<file path="config.mk">
export PLATFORM = sky130hd
export DESIGN_NAME = uart_rx_flat
export DESIGN_NICKNAME = d
export VERILOG_FILES = /design/src/rtl/uart_rx_if.sv /design/src/rtl/uart_rx.sv /design/src/flat_wrapper.sv
export SDC_FILE = /design/constraint.sdc
export NUM_CORES = 1
export LEC_CHECK = 0
export CORE_AREA = 2 2 53 55
export CTS_BUF_LIST = sky130_fd_sc_hd__clkbuf_4 sky130_fd_sc_hd__clkbuf_8
export CTS_CLUSTER_DIAMETER = 60
export DETAILED_ROUTE_END_ITERATION = 12
export DIE_AREA = 0 0 55 57
export GPL_TIMING_DRIVEN = 0
export PLACE_DENSITY = 0.8
export RECOVER_POWER = 50
export SETUP_SLACK_MARGIN = 0.3
export SYNTH_ARGS = -nofsm -noshare
export SYNTH_HDL_FRONTEND = slang
export SYNTH_SLANG_ARGS = --single-unit
export TNS_END_PERCENT = 30
</file>
<file path="constraint.sdc">
create_clock -name clk -period 2.43 [get_ports clk]
set_clock_uncertainty 0.2 [all_clocks]
set_input_delay 0.486 -clock clk [delete_from_list [all_inputs] [get_ports clk]]
set_output_delay 0.486 -clock clk [all_outputs]
set_load 0.02 [all_outputs]
</file>
<file path="src/rtl/uart_rx_if.sv">
// uart_rx serial-side bundle: rx line in, received byte and strobes out.
// slave = receiver, master = whatever drives the line and consumes data.
interface uart_rx_if #(
  parameter int DATA_BITS = 8
);
  logic                 rx;
  logic [DATA_BITS-1:0] data;
  logic                 data_valid;
  logic                 frame_err;
  logic                 busy;

  modport master (
    output rx,
    input  data, data_valid, frame_err, busy
  );

  modport slave (
    input  rx,
    output data, data_valid, frame_err, busy
  );
endinterface

</file>
<file path="src/rtl/uart_rx.sv">
// uart_rx: 8N1 receiver, 2-flop synchroniser, mid-bit sampling,
// one-cycle data_valid / frame_err strobes, no buffering.
module uart_rx #(
  parameter int CLKS_PER_BIT = 16,
  parameter int DATA_BITS    = 8
) (
  input logic     clk,
  input logic     reset,
  uart_rx_if.slave bus
);

  localparam int CW = $clog2(CLKS_PER_BIT);
  localparam int IW = (DATA_BITS > 1) ? $clog2(DATA_BITS) : 1;

  localparam logic [CW-1:0] HALF_M1 = CW'(CLKS_PER_BIT / 2 - 1);
  localparam logic [CW-1:0] FULL_M1 = CW'(CLKS_PER_BIT - 1);
  localparam logic [IW-1:0] LAST_IX = IW'(DATA_BITS - 1);

  typedef enum logic [1:0] {
    IDLE,
    START,
    DATA,
    STOP
  } state_t;

  state_t               state_q;
  logic                 sync1_q;
  logic                 sync2_q;
  logic                 prev_q;
  logic [CW-1:0]        cnt_q;
  logic [IW-1:0]        idx_q;
  logic [DATA_BITS-1:0] shift_q;
  logic [DATA_BITS-1:0] data_q;
  logic                 valid_q;
  logic                 ferr_q;

  logic rx_s;
  assign rx_s = sync2_q;

  // Synchronise rx and keep a delayed copy for falling-edge detection.
  always_ff @(posedge clk) begin
    if (!reset) begin
      sync1_q <= 1'b1;
      sync2_q <= 1'b1;
      prev_q  <= 1'b1;
    end else begin
      sync1_q <= bus.rx;
      sync2_q <= sync1_q;
      prev_q  <= sync2_q;
    end
  end

  // Frame FSM: start detect, mid-bit sampling, stop check, strobes.
  always_ff @(posedge clk) begin
    if (!reset) begin
      state_q <= IDLE;
      cnt_q   <= '0;
      idx_q   <= '0;
      shift_q <= '0;
      data_q  <= '0;
      valid_q <= 1'b0;
      ferr_q  <= 1'b0;
    end else begin
      valid_q <= 1'b0;
      ferr_q  <= 1'b0;
      unique case (state_q)
        IDLE: begin
          cnt_q <= '0;
          if (prev_q && !rx_s) begin
            state_q <= START;
          end
        end
        START: begin
          if (cnt_q == HALF_M1) begin
            cnt_q <= '0;
            idx_q <= '0;
            state_q <= rx_s ? IDLE : DATA;
          end else begin
            cnt_q <= cnt_q + 1'b1;
          end
        end
        DATA: begin
          if (cnt_q == FULL_M1) begin
            cnt_q          <= '0;
            shift_q[idx_q] <= rx_s;
            if (idx_q == LAST_IX) begin
              state_q <= STOP;
            end else begin
              idx_q <= idx_q + 1'b1;
            end
          end else begin
            cnt_q <= cnt_q + 1'b1;
          end
        end
        STOP: begin
          if (cnt_q == FULL_M1) begin
            cnt_q   <= '0;
            state_q <= IDLE;
            if (rx_s) begin
              data_q  <= shift_q;
              valid_q <= 1'b1;
            end else begin
              ferr_q <= 1'b1;
            end
          end else begin
            cnt_q <= cnt_q + 1'b1;
          end
        end
        default: state_q <= IDLE;
      endcase
    end
  end

  assign bus.data       = data_q;
  assign bus.data_valid = valid_q;
  assign bus.frame_err  = ferr_q;
  assign bus.busy       = (state_q != IDLE);

endmodule
</file>
<file path="src/flat_wrapper.sv">
// flat-port wrapper written by rule: the top's interface ports become plain ports
module uart_rx_flat 
#(
  parameter int CLKS_PER_BIT = 16,
  parameter int DATA_BITS    = 8
)
  (clk, reset, bus_rx, bus_data, bus_data_valid, bus_frame_err, bus_busy);
  uart_rx_if #(.DATA_BITS(DATA_BITS)) bus_i ();
  input logic clk;
  input logic reset;
  input wire logic [$bits(bus_i.rx)-1:0] bus_rx;
  output wire logic [$bits(bus_i.data)-1:0] bus_data;
  output wire logic [$bits(bus_i.data_valid)-1:0] bus_data_valid;
  output wire logic [$bits(bus_i.frame_err)-1:0] bus_frame_err;
  output wire logic [$bits(bus_i.busy)-1:0] bus_busy;
  assign bus_i.rx = bus_rx;
  assign bus_data = bus_i.data;
  assign bus_data_valid = bus_i.data_valid;
  assign bus_frame_err = bus_i.frame_err;
  assign bus_busy = bus_i.busy;
  uart_rx #(.CLKS_PER_BIT(CLKS_PER_BIT), .DATA_BITS(DATA_BITS)) u_core (.clk(clk), .reset(reset), .bus(bus_i));
endmodule
</file>
Word-level counts from Yosys, hierarchy flattened
Cells that the tools add are included.

$add $sub $neg: 2. Mux-type cells: 19. Reduce and logical (&&, ||, !) cells: 12. Equal/unequal tests: 12. Order comparisons: 2.

Operators with widths (count): 2-bit 2-to-1 mux (6); 4-bit one-hot mux with 3 select lines (1); 2-bit by 1-bit inequality test with 1-bit output, second input constant (5); 3-bit 2-to-1 mux (3); 8-bit bitwise mux (1); 4-bit 2-to-1 mux (2); 2-bit one-hot mux with 4 select lines (1); 3-bit one-hot mux with 2 select lines (1); 3-bit AND reduction (2); 5-bit AND reduction (1); 4-bit by 1-bit adder with 4-bit output, second input constant (1); 2-bit equality test, second input constant (2); 4-bit by 3-bit equality test with 1-bit output, second input constant (1); 4-bit equality test, second input constant (1); 3-bit by 4-bit < comparator with 1-bit output, second input constant (1); 4-bit AND reduction (1); 2-bit nonzero test (2); 3-bit by 1-bit adder with 3-bit output, second input constant (1); 1-bit demux with 3-bit select (1); 3-bit equality test, second input constant (1); 3-bit by 1-bit >= comparator with 1-bit output, second input constant (1); 1-bit 2-to-1 mux (3); 2-bit by 1-bit equality test with 1-bit output, second input constant (1); 1-bit logical AND (2); 5 further kinds (5).

Bits in registers: 30. Input bits: 3. Output and inout bits: 11. Logic and storage cells: 57.

Logic depth before layout (Yosys ltp)
Gate-level depths: netlist of run 1.

Word-level depth: 5. Gate-level depth with buffers: 6. Depth with buffers taken out: 5.

Worst setup path before layout of run 1
Ideal clock, no wire load.

Kind: reg-to-reg. Start: reg u_core.idx_q[0]. End: reg u_core.idx_q[2]. Path slack: 0.786 ns. Period minus slack after synthesis: 1.644 ns. Library setup time: 0.072 ns. Cell stages (with the launch flop): 6. Arrival time: 1.373 ns. Path buffers: 0. Required time: 2.158 ns. Cell sequence: dfxtp_1 ha_1 ha_1 nand4bb_1 a21oi_4 mux2i_1.

Longest elaborated chain between the ends: 4. Elaborated cells between the ends (all ways): 7. Those cells by class: add/sub (1); eq/ne (2); mux (3); reduce/logical (1).

Ends and longest elaborated chain: start: declaration (line uart_rx.sv:31) `logic [IW-1:0] idx_q;`; start signal: assignment (line uart_rx.sv:89) `idx_q <= idx_q + 1'b1;`; 3-bit by 1-bit adder with 3-bit output (line uart_rx.sv:89); 3-bit 2-to-1 mux (line uart_rx.sv:86) `if (idx_q == LAST_IX) begin`; 3-bit 2-to-1 mux (line uart_rx.sv:83) `if (cnt_q == FULL_M1) begin`; 3-bit one-hot mux with 2 select lines (line uart_rx.sv:66) `unique case (state_q)`.

Several ways; a longest one is shown, not always the timed one. The select of a mux whose other input is x is not followed. A chain may end at the register's enable or synchronous reset.

Final worst setup path of run 1
Start: reg u_core.cnt_q[0]. End: reg u_core.data_q[2], in the netlist u_core.bus.data[2].

Longest elaborated chain between the ends: 2.

Ends and longest elaborated chain: start: declaration (line uart_rx.sv:30) `logic [CW-1:0] cnt_q;`; start signal: assignment (line uart_rx.sv:79) `cnt_q <= cnt_q + 1'b1;`; start signal: assignment (line uart_rx.sv:92) `cnt_q <= cnt_q + 1'b1;`; start signal: assignment (line uart_rx.sv:106) `cnt_q <= cnt_q + 1'b1;`; 4-bit equality test (line uart_rx.sv:96) `if (cnt_q == FULL_M1) begin`; 3-bit AND reduction (no line); end signal: assignment (line uart_rx.sv:100) `data_q <= shift_q;`; end: declaration (line uart_rx.sv:33) `logic [DATA_BITS-1:0] data_q;`.

No other way between the ends.

==> impl_metrics.json, run 1 <==
{
  "syn_to_final_growth_pct": 16.6,
  "synth_edf_count": 0,
  "yosysTopAreaCellShare_pct": 44.4,
  "grt_pass1_wl_um": 4580,
  "vias": 1062,
  "dp_hpwl_um": 1910,
  "setup_ws_ns": 0.391,
  "pin_count": 14,
  "min_period_ns": 2.04,
  "max-cap-violations": 0,
  "fmax_ghz": 0.490,
  "cp_slowest_stage_delay_ns": 0.37,
  "final_antenna_net_count": 0,
  "grt_use_met3_pct": 7.07,
  "synth_cell_type_count": 37,
  "worst-setup-path-type": "reg2reg",
  "r2r_start": "u_core.cnt_q[0]$_SDFF_PN0_",
  "hold-path-cell-count": 1,
  "critPathMaxFanout": 10,
  "synth_area_leader_cell": "dfxtp_1",
  "power.total_w": 0.000848,
  "cts_buffers": 5,
  "synth.cell_area_mm2": 0.00135,
  "routed_via_density": 5.59,
  "cp.arrival_ns": 2.11,
  "cts_tree": "done",
  "vdd_drop_max_uv": 468,
  "reg2reg_to": "u_core.bus.data[2]$_SDFFE_PN0P_",
  "syn_nets": 144,
  "rsz0062_at_grt": "false",
  "nets": 164,
  "cts_max_level": 2,
  "min_from": "u_core.sync1_q$_SDFF_PN1_",
  "cts_sinks": 30,
  "dieArea_mm2": 0.00314,
  "finalSetupViolations": 0,
  "busiest_layer": "met2",
  "clkTransAtPathRegs_ns": 0.09,
  "diodes": 0,
  "antenna_found_initial": 0,
  "final_layout_size_suffix_gt1_share_pct": 11.3,
  "fin_util_pct": 60.2,
  "fill_cells": 239,
  "synth_area_per_cell_um2": 9.79,
  "die_h_um": 57,
  "drtPass1Iterations": 4,
  "clockPowerShare_pct": 37.8,
  "cts_root_buffer": "clkbuf_4",
  "endpoint_kind": "flop",
  "crit_chain": "ha_1 -> clkbuf_1 -> and4_1 -> and3_1 -> buf_6 -> mux2i_1",
  "synthArstFlopShare_pct": 0,
  "clk_latency_ns": 0.34,
  "gr-usage-met2_pct": 30.6,
  "holdWs_ns": 0.215,
  "wirelength_um": 2680,
  "p_comb_share_pct": 3.7,
  "rows": 19,
  "ctsHoldBuffers": 0,
  "die_width_um": 55,
  "io_buffers": 13,
  "synthFlopType": "dfxtp_1",
  "crit_path_start_kind": "flop",
  "p_int_w": 0.000658,
  "gp_congestion": 0.821,
  "ys_seq_elements": 30,
  "relSlewSlack_pct": 69.5,
  "track_usage_pct": 20.5,
  "slew_violations": 0,
  "grt_pass1_vias": 1027,
  "start_util_pct": 51.7,
  "power.switching_w": 0.000190,
  "p_leak_nw": 0.631,
  "finalHoldViolCount": 0,
  "tightest_slew_ns": 0.458,
  "synthTopCellsByArea": "dfxtp_1 (44%), mux2i_1 (16%), nand2_1 (7.2%)",
  "cts_buffer_depth": 2,
  "yosys_warnings": 0,
  "tns_ns": 0,
  "post-cts-setup-buffers": 0,
  "r2r_cells": 6,
  "status": "finished, final reports clean",
  "worstHoldEndpoint": "u_core.rx_s$_SDFF_PN1_",
  "initialDrtViolationCount": 43,
  "gr-total-overflow": 0,
  "worst_path_max_delay_cell": "dfxtp_1",
  "grtUsageMet1_pct": 26.0,
  "dp_slack_ns": 0.300,
  "r2r_setup_slack_ns": 0.39,
  "wl_per_cell_um": 14.1,
  "cp.required_ns": 2.50,
  "seq_area_frac_synth_pct": 44.4,
  "netlist_instances": 138,
  "share_seq_of_total_power_pct": 58.5,
  "core_area_mm2": 0.00262,
  "powerDensity_mw_per_mm2": 539,
  "grt_max_degree": 11,
  "fin_crit_sh_pct": 83.9,
  "swShare_pct": 22.4,
  "hold_path.class": "reg2reg",
  "drc": 0
}
==> placed cells by master (no fill, tap or decap), types with 2 or more instances in the layout <==
master | Yosys | layout
buf_6 | 3 | 2
nor2b_1 | 2 | 2
nor3b_1 | 2 | 2
clkbuf_1 | 3 | 4
xor2_1 | 2 | 2
nand3b_1 | 2 | 2
nor3_1 | 2 | 2
a21oi_1 | 2 | 2
nand3_1 | 6 | 6
inv_1 | 3 | 3
nand2_1 | 26 | 26
dfxtp_1 | 30 | 29
nand2b_1 | 2 | 2
buf_2 | 2 | 2
mux2i_1 | 21 | 21
nor4_1 | 2 | 2
and3_1 | 3 | 3
clkbuf_4 | 0 | 6
nand4_1 | 2 | 2
clkdlybuf4s50_1 | 0 | 11
ha_1 | 3 | 3
buf_4 | 1 | 2
and4_1 | 2 | 2
==> critical path, delay by kind of cell, from the launching register on <==
| family | cells | cell delay (ns) |
|---|---|---|
| and+or+nand+nor | 2 | 0.50 |
| adders and majority gates | 1 | 0.15 |
| DFF | 1 | 0.37 |
| buffers and inverters | 2 | 0.53 |
| muxes | 1 | 0.20 |
==> area by class of cell <==
| class | instances | area, µm² | share of cell area, % |
|---|---|---|---|
| inverters | 3 | 11.3 | 0.715 |
| repair buffers | 13 | 125 | 7.94 |
| plain buffers | 9 | 57.6 | 3.65 |
| flip-flops and latches | 30 | 602 | 38.2 |
| clock buffers | 7 | 58.8 | 3.73 |
| clock inverters | 1 | 5.00 | 0.318 |
| multi-input cells | 96 | 677 | 43.0 |
| well taps | 31 | 38.8 | 2.46 |
==> flip-flops by register name, indices dropped and copies added (netlist names), named ones only <==
register and cells:
u_core.shift_q 8, u_core.prev_q 1, u_core.bus.data_valid 1, u_core.rx_s 1, u_core.bus.frame_err 1, u_core.sync1_q 1
u_core.bus.data 8, u_core.state_q 1, u_core.idx_q 3, u_core.cnt_q 4
==> timing repair <==
item | 4_1_cts | 5_1_grt
pin swaps | 0 | 0
endpoints found under the setup margin | 1 | 1
cloned | 0 | 0
resized for setup | 4 | 2
==> kinds of logic (layout without fill, tap and decap cells) <==
kind of cell             count (synthesis)  after routing  share of synthesized area (%)
multiplexers                            21             21                           15.6
AND/OR/NAND/NOR                         61             61                           25.5
AO/OA/AOI/OAI                            9              9                           5.00
XOR/XNOR                                 2              2                           1.30
flip-flops                              30             30                           44.4
adder cells (fa/ha/maj)                  3              3                           2.78
buffers and inverters                   12             33                           5.46
==> power groups by stage <==
stage                     Combinational [W]  Clock [W]  Sequential, W
after floorplan                   0.0000208          0       0.000508
after CTS                         0.0000326   0.000323       0.000497
after global routing              0.0000347   0.000349       0.000498
after global placement            0.0000318          0       0.000508
after detailed placement          0.0000327          0       0.000508
final                             0.0000313   0.000320       0.000497
==> per-stage QoR <==
stage | instances | cell area (µm²)
final | 190 | 1580
after global routing | 190 | 1580
after CTS | 190 | 1590
after detailed placement | 182 | 1520
after global placement | 182 | 1520
after floorplan | 138 | 1350
==> routing by layer <==
layer	vias up	routed length [µm]
met5	-	0
met2	25	1300
met4	0	85
met1	508	1170
li1	520	-
met3	9	121
==> synth_stat cells (2+ instances only) <==
cell type	number
dfxtp_1	30
nand2_1	26
mux2i_1	21
nand3_1	6
and3_1	3
buf_6	3
clkbuf_1	3
ha_1	3
inv_1	3
a21boi_1	2
a21oi_1	2
and4_1	2
buf_2	2
nand2b_1	2
nand3b_1	2
nand4_1	2
nor2b_1	2
nor3_1	2
nor3b_1	2
nor4_1	2
xor2_1	2
==> worst max path at each step <==
stage          depth (start not counted)                         endpoint                          from
2_1_floorplan                          5     u_core.idx_q[2]$_SDFFE_PN0P_  u_core.idx_q[0]$_SDFFE_PN0P_
3_3_place_gp                           3                         bus_busy                          flop
3_5_place_dp                           3                         bus_busy                          flop
4_1_cts                                3                         bus_busy                          flop
5_1_grt                                6  u_core.bus.data[6]$_SDFFE_PN0P_    u_core.cnt_q[0]$_SDFF_PN0_
6_report                               6  u_core.bus.data[2]$_SDFFE_PN0P_    u_core.cnt_q[0]$_SDFF_PN0_
(Power assumes the default switching activity.)
==> run 2: changes to the inputs <==
==> constraint.sdc (replaced) <==
create_clock -name clk -period 1.95 [get_ports clk]
set_clock_uncertainty 0.2 [all_clocks]
set_input_delay 0.39 -clock clk [delete_from_list [all_inputs] [get_ports clk]]
set_output_delay 0.39 -clock clk [all_outputs]
set_load 0.02 [all_outputs]
==> run 2 against run 1 <==
- clock power rose by 24%
- critical path depth is 5 lower
- sequential share of layout area is 1.8 points lower
- flip-flop and latch count stayed put
- first-iteration DRC count fell by 28%
- cell count increased by 5.3%
- register-to-register slack got worse by 0.22 ns
- clock-buffer cell count did not move
- worst hold slack improved by 0.0023 ns
- total power increased by 25%
- critical path type is now reg2out
- die area is the same
==> impl_metrics.json, run 2 (same netlist as run 1, synthesis figures left out) <==
{
  "status": "finished, final reports clean",
  "powerDensity_mw_per_mm2": 638,
  "p_leak_nw": 0.693,
  "fmax_ghz": 0.550,
  "core_area_mm2": 0.00262,
  "pin_count": 14,
  "syn_to_final_growth_pct": 23.2,
  "clkTransAtPathRegs_ns": 0.10,
  "wirelength_um": 2920,
  "diodes": 0,
  "crit_chain": "clkdlybuf4s50_1",
  "endpoint_kind": "output pin",
  "hold_path.class": "reg2reg",
  "max-cap-violations": 0,
  "clk_latency_ns": 0.34,
  "cts_root_buffer": "clkbuf_4",
  "cts_buffers": 5,
  "antenna_found_initial": 0,
  "dp_hpwl_um": 1910,
  "busiest_layer": "met2",
  "track_usage_pct": 20.6,
  "cts_tree": "done",
  "tns_ns": 0,
  "grt_use_met3_pct": 7.07,
  "worst-setup-path-type": "reg2out",
  "vias": 1088,
  "die_width_um": 55,
  "ctsHoldBuffers": 0,
  "min_period_ns": 1.82,
  "nets": 174,
  "grtUsageMet1_pct": 25.9,
  "gp_congestion": 0.821,
  "tightest_slew_ns": 0.435,
  "rsz0062_at_grt": "true",
  "fin_crit_sh_pct": 93.2,
  "crit_family": "buffers and inverters",
  "initialDrtViolationCount": 31,
  "drc": 0,
  "cp.buffers_inverters": 1,
  "cts_sinks": 30,
  "crit_path_start_kind": "flop",
  "finalHoldViolCount": 0,
  "finalSetupViolations": 0,
  "relSlewSlack_pct": 71.0,
  "gr-usage-met2_pct": 31.1,
  "rows": 19,
  "slew_violations": 0,
  "final_layout_size_suffix_gt1_share_pct": 20.7,
  "final_common_cell": "dfxtp_1",
  "cp.arrival_ns": 1.23,
  "worst_path_max_delay_cell": "clkdlybuf4s50_1",
  "vdd_drop_max_uv": 582,
  "cp_slowest_stage_delay_ns": 0.59,
  "grt_pass1_vias": 1040,
  "die_h_um": 57,
  "start_util_pct": 51.7,
  "io_buffers": 13,
  "routed_via_density": 5.44,
  "dieArea_mm2": 0.00314,
  "mostFrequentLayoutCells": "dfxtp_1 (27), nand2_1 (26), mux2i_1 (21)",
  "setup_ws_ns": 0.132,
  "cts_max_level": 2,
  "grt_pass1_wl_um": 4640,
  "fill_cells": 244,
  "cts_buffer_depth": 2,
  "critPathMaxFanout": 1,
  "drtPass1Iterations": 4,
  "gr-total-overflow": 0,
  "dp_slack_ns": -0.0841,
  "wl_per_cell_um": 14.6,
  "cp.required_ns": 1.36,
  "final_antenna_net_count": 0,
  "power.total_w": 0.00106,
  "grt_max_degree": 11
}
## run 2: worst paths after layout
check | start | to | slack (ns) | cells after the start
hold reg to reg | u_core.sync1_q$_SDFF_PN1_ | u_core.rx_s$_SDFF_PN1_ | 0.22 | 1
hold / removal | u_core.sync1_q$_SDFF_PN1_ | u_core.rx_s$_SDFF_PN1_ | 0.22 | 1
setup / recovery | u_core.bus.data_valid$_SDFF_PN0_ | bus_data_valid | 0.13 | 1
setup reg to reg | u_core.idx_q[0]$_SDFFE_PN0P_ | u_core.idx_q[1]$_SDFFE_PN0P_ | 0.17 | 5
## run 2: worst register-to-register path, stage by stage (launching register included)
cell and delay [ns]:
dfxtp_1 0.40, ha_1 0.24, ha_1 0.20, nand4bb_1 0.24, a21oi_4 0.24, mux2i_1 0.20
## run 2: timing repair
action / in CTS / in global routing
pin swaps: 0 / 3
buffers inserted: 1 / 8
gates cloned: 0 / 1
endpoints found under the setup margin: 26 / 27
endpoints found under the hold margin: 0 / 0
gates resized for setup: 15 / 15
## run 2: per-stage QoR
step	util [%]	hold WS (ns)	cells	instance area, µm²
2_1_floorplan	-	0.186	138	1350
3_3_place_gp	58.1	0.190	182	1520
3_5_place_dp	58.1	0.202	182	1520
4_1_cts	60.8	0.215	191	1590
5_1_grt	63.7	0.253	200	1670
6_report	63.7	0.218	200	1670
## run 2: layout make-up
cell class              instances  area, µm²  area share (%)
clock inverters                 1       5.00           0.301
plain buffers                   9       73.8            4.43
well taps                      31       38.8            2.33
inverters                       3       11.3           0.676
flip-flops and latches         30        607            36.4
repair buffers                 23        178            10.7
clock buffers                   7       58.8            3.53
multi-input cells              96        693            41.6
## run 2: where the power goes
part / internal [W] / switching, W
clock network: 0.000188 / 0.000208
registers: 0.000615 / 0.00000276
logic: 0.0000227 / 0.0000251
## run 2: layer usage
layer / wire (µm) / vias up
li1: - / 542
met5: 0 / -
met1: 1250 / 520
met2: 1490 / 18
met3: 106 / 8
met4: 71 / 0
==> run 3: changes to the inputs <==
--- a/config.mk
+++ b/config.mk
@@ -11,7 +11,7 @@
 export DETAILED_ROUTE_END_ITERATION = 12
 export DIE_AREA = 0 0 55 57
 export GPL_TIMING_DRIVEN = 0
-export PLACE_DENSITY = 0.8
+export PLACE_DENSITY = 0.85
 export RECOVER_POWER = 50
 export SETUP_SLACK_MARGIN = 0.3
 export SYNTH_ARGS = -nofsm -noshare
==> constraint.sdc (replaced) <==
create_clock -name clk -period 2.15 [get_ports clk]
set_clock_uncertainty 0.2 [all_clocks]
set_input_delay 0.43 -clock clk [delete_from_list [all_inputs] [get_ports clk]]
set_output_delay 0.43 -clock clk [all_outputs]
set_load 0.02 [all_outputs]
==> run 3 against run 2 <==
- wire length fell by 6.5%
- non-clock buffer count fell by 8
- highest routed layer unchanged
- cell count fell by 4.0%
- flip-flop and latch count did not move
- clock power rose by 20%
- clock-buffer cell count did not move
- largest cell class unchanged
- sequential share of layout area rose by 1.4 points
- setup slack improved by 0.083 ns
- critical endpoint is now bus_busy
==> impl_metrics.json, run 3 (same netlist as run 1, synthesis figures left out) <==
{
  "status": "finished, final reports clean",
  "tightest_slew_ns": 0.467,
  "clkTransAtPathRegs_ns": 0.10,
  "hold-path-cell-count": 1,
  "grt_pass1_vias": 1031,
  "cp-endpoint": "bus_busy",
  "finalSetupViolations": 0,
  "die_width_um": 55,
  "gr-total-overflow": 0,
  "fill_cells": 239,
  "syn_to_final_growth_pct": 18.1,
  "clk_latency_ns": 0.34,
  "cts_buffer_depth": 2,
  "met2_length_um": 1360,
  "dieArea_mm2": 0.00314,
  "final_common_cell": "dfxtp_1",
  "path_common_cell": "buf_4",
  "track_usage_pct": 20.6,
  "hold_path.class": "reg2reg",
  "cp.arrival_ns": 1.30,
  "worst-setup-path-type": "reg2out",
  "worst_path_max_delay_cell": "dfxtp_4",
  "antenna_found_initial": 0,
  "cp.required_ns": 1.52,
  "tns_ns": 0,
  "die_h_um": 57,
  "cts_max_level": 2,
  "dp_hpwl_um": 1920,
  "wl_per_cell_um": 14.2,
  "routed_via_density": 5.49,
  "nets": 166,
  "cp_slowest_stage_delay_ns": 0.38,
  "drc": 0,
  "max-cap-violations": 0,
  "fmax_ghz": 0.517,
  "cts_tree": "done",
  "start_util_pct": 51.7,
  "r2r_start": "u_core.cnt_q[0]$_SDFF_PN0_",
  "diodes": 0,
  "wl_met1_um": 1230,
  "topRoutingLayerUsed": "met4",
  "pin_count": 14,
  "setup_ws_ns": 0.215,
  "final_antenna_net_count": 0,
  "r2r_setup_slack_ns": 0.34,
  "powerDensity_mw_per_mm2": 670,
  "wirelength_um": 2730,
  "crit_path_start_kind": "flop",
  "endpoint_kind": "output pin",
  "cts_root_buffer": "clkbuf_4",
  "initialDrtViolationCount": 13,
  "slew_violations": 0,
  "relSlewSlack_pct": 68.9,
  "dp_slack_ns": 0.0770,
  "reg2reg_to": "u_core.bus.data[3]$_SDFFE_PN0P_",
  "io_buffers": 13,
  "crit_chain": "buf_4 -> or2_4 -> buf_4",
  "r2r_cells": 6,
  "finalHoldViolCount": 0,
  "cts_buffers": 5,
  "fin_crit_sh_pct": 90.0,
  "critPathMaxFanout": 10,
  "rows": 19,
  "wl_met3_um": 89,
  "cts_sinks": 30,
  "vias": 1054,
  "vdd_drop_max_uv": 658,
  "grt_pass1_wl_um": 4610,
  "mostFrequentLayoutCells": "dfxtp_1 (29), nand2_1 (26), mux2i_1 (21)",
  "core_area_mm2": 0.00262,
  "rsz0062_at_grt": "true",
  "p_leak_nw": 0.656,
  "grt_max_degree": 11,
  "gp_congestion": 0.768,
  "drtPass1Iterations": 4,
  "final_layout_size_suffix_gt1_share_pct": 13.7,
  "min_period_ns": 1.93
}
-- run 3: cell count changes in the layout (fill, tap and decap cells not counted), moves of 2 or more --
cell,delta
dlygate4sd2_1,-4
dfxtp_2,-2
buf_4,-5
dfxtp_1,+2
clkbuf_1,+2
clkdlybuf4s50_1,+3
-- run 3: worst min path at each step --
stage	from	endpoint	slack [ns]
final	u_core.sync1_q$_SDFF_PN1_	u_core.rx_s$_SDFF_PN1_	0.22
after global routing	u_core.sync1_q$_SDFF_PN1_	u_core.rx_s$_SDFF_PN1_	0.25
after CTS	u_core.sync1_q$_SDFF_PN1_	u_core.rx_s$_SDFF_PN1_	0.23
after detailed placement	u_core.sync1_q$_SDFF_PN1_	u_core.rx_s$_SDFF_PN1_	0.20
after global placement	u_core.sync1_q$_SDFF_PN1_	u_core.rx_s$_SDFF_PN1_	0.20
after floorplan	u_core.sync1_q$_SDFF_PN1_	u_core.rx_s$_SDFF_PN1_	0.19
-- run 3: final cells by class --
class	instances	area (µm²)	share of cell area [%]
Clock inverter	1	30.0	1.88
Timing Repair Buffer	15	115	7.21
Tap cell	31	38.8	2.43
Buffer	9	65.1	4.08
Clock buffer	7	52.6	3.29
Sequential cell	30	604	37.9
Inverter	3	11.3	0.705
Multi-Input combinational cell	96	679	42.6
-- run 3: where the power goes --
part / switching, W / internal [W] / total [W] / leakage (nW)
registers: 0.00000236 / 0.000558 / 0.000560 / 0.243
logic: 0.0000211 / 0.0000154 / 0.0000365 / 0.366
clock network: 0.000202 / 0.000272 / 0.000474 / 0.0463
-- run 3: critical path, delay by kind of cell, from the launching register on --
kind	cells	cell delay, ns
buf+inv	2	0.33
flops	1	0.38
simple gates	1	0.26
-- run 3: repair_timing --
action,CTS,global route
hold buffers,0,0
pin swaps,0,0
endpoints found under the setup margin,11,18
resized for setup,8,7
buffers inserted,0,2
cloned,0,0
-- run 3: metrics by stage --
stage / hold WS [ns] / utilization, % / std cells / instance area, µm² / total power, W
floorplan: 0.186 / - / 138 / 1350 / 0.000597
global placement: 0.198 / 58.1 / 182 / 1520 / 0.000610
detailed placement: 0.201 / 58.1 / 182 / 1520 / 0.000611
CTS: 0.229 / 61.1 / 190 / 1600 / 0.00107
global route: 0.254 / 61.1 / 192 / 1600 / 0.00110
finish: 0.223 / 61.1 / 192 / 1600 / 0.00107
-- run 3: routing by layer --
| layer | vias up | global-route usage, % |
|---|---|---|
| met5 | - | 0 |
| met4 | 0 | 10.5 |
| met3 | 5 | 5.50 |
| met2 | 18 | 32.8 |
| met1 | 505 | 25.0 |
| li1 | 526 | - |
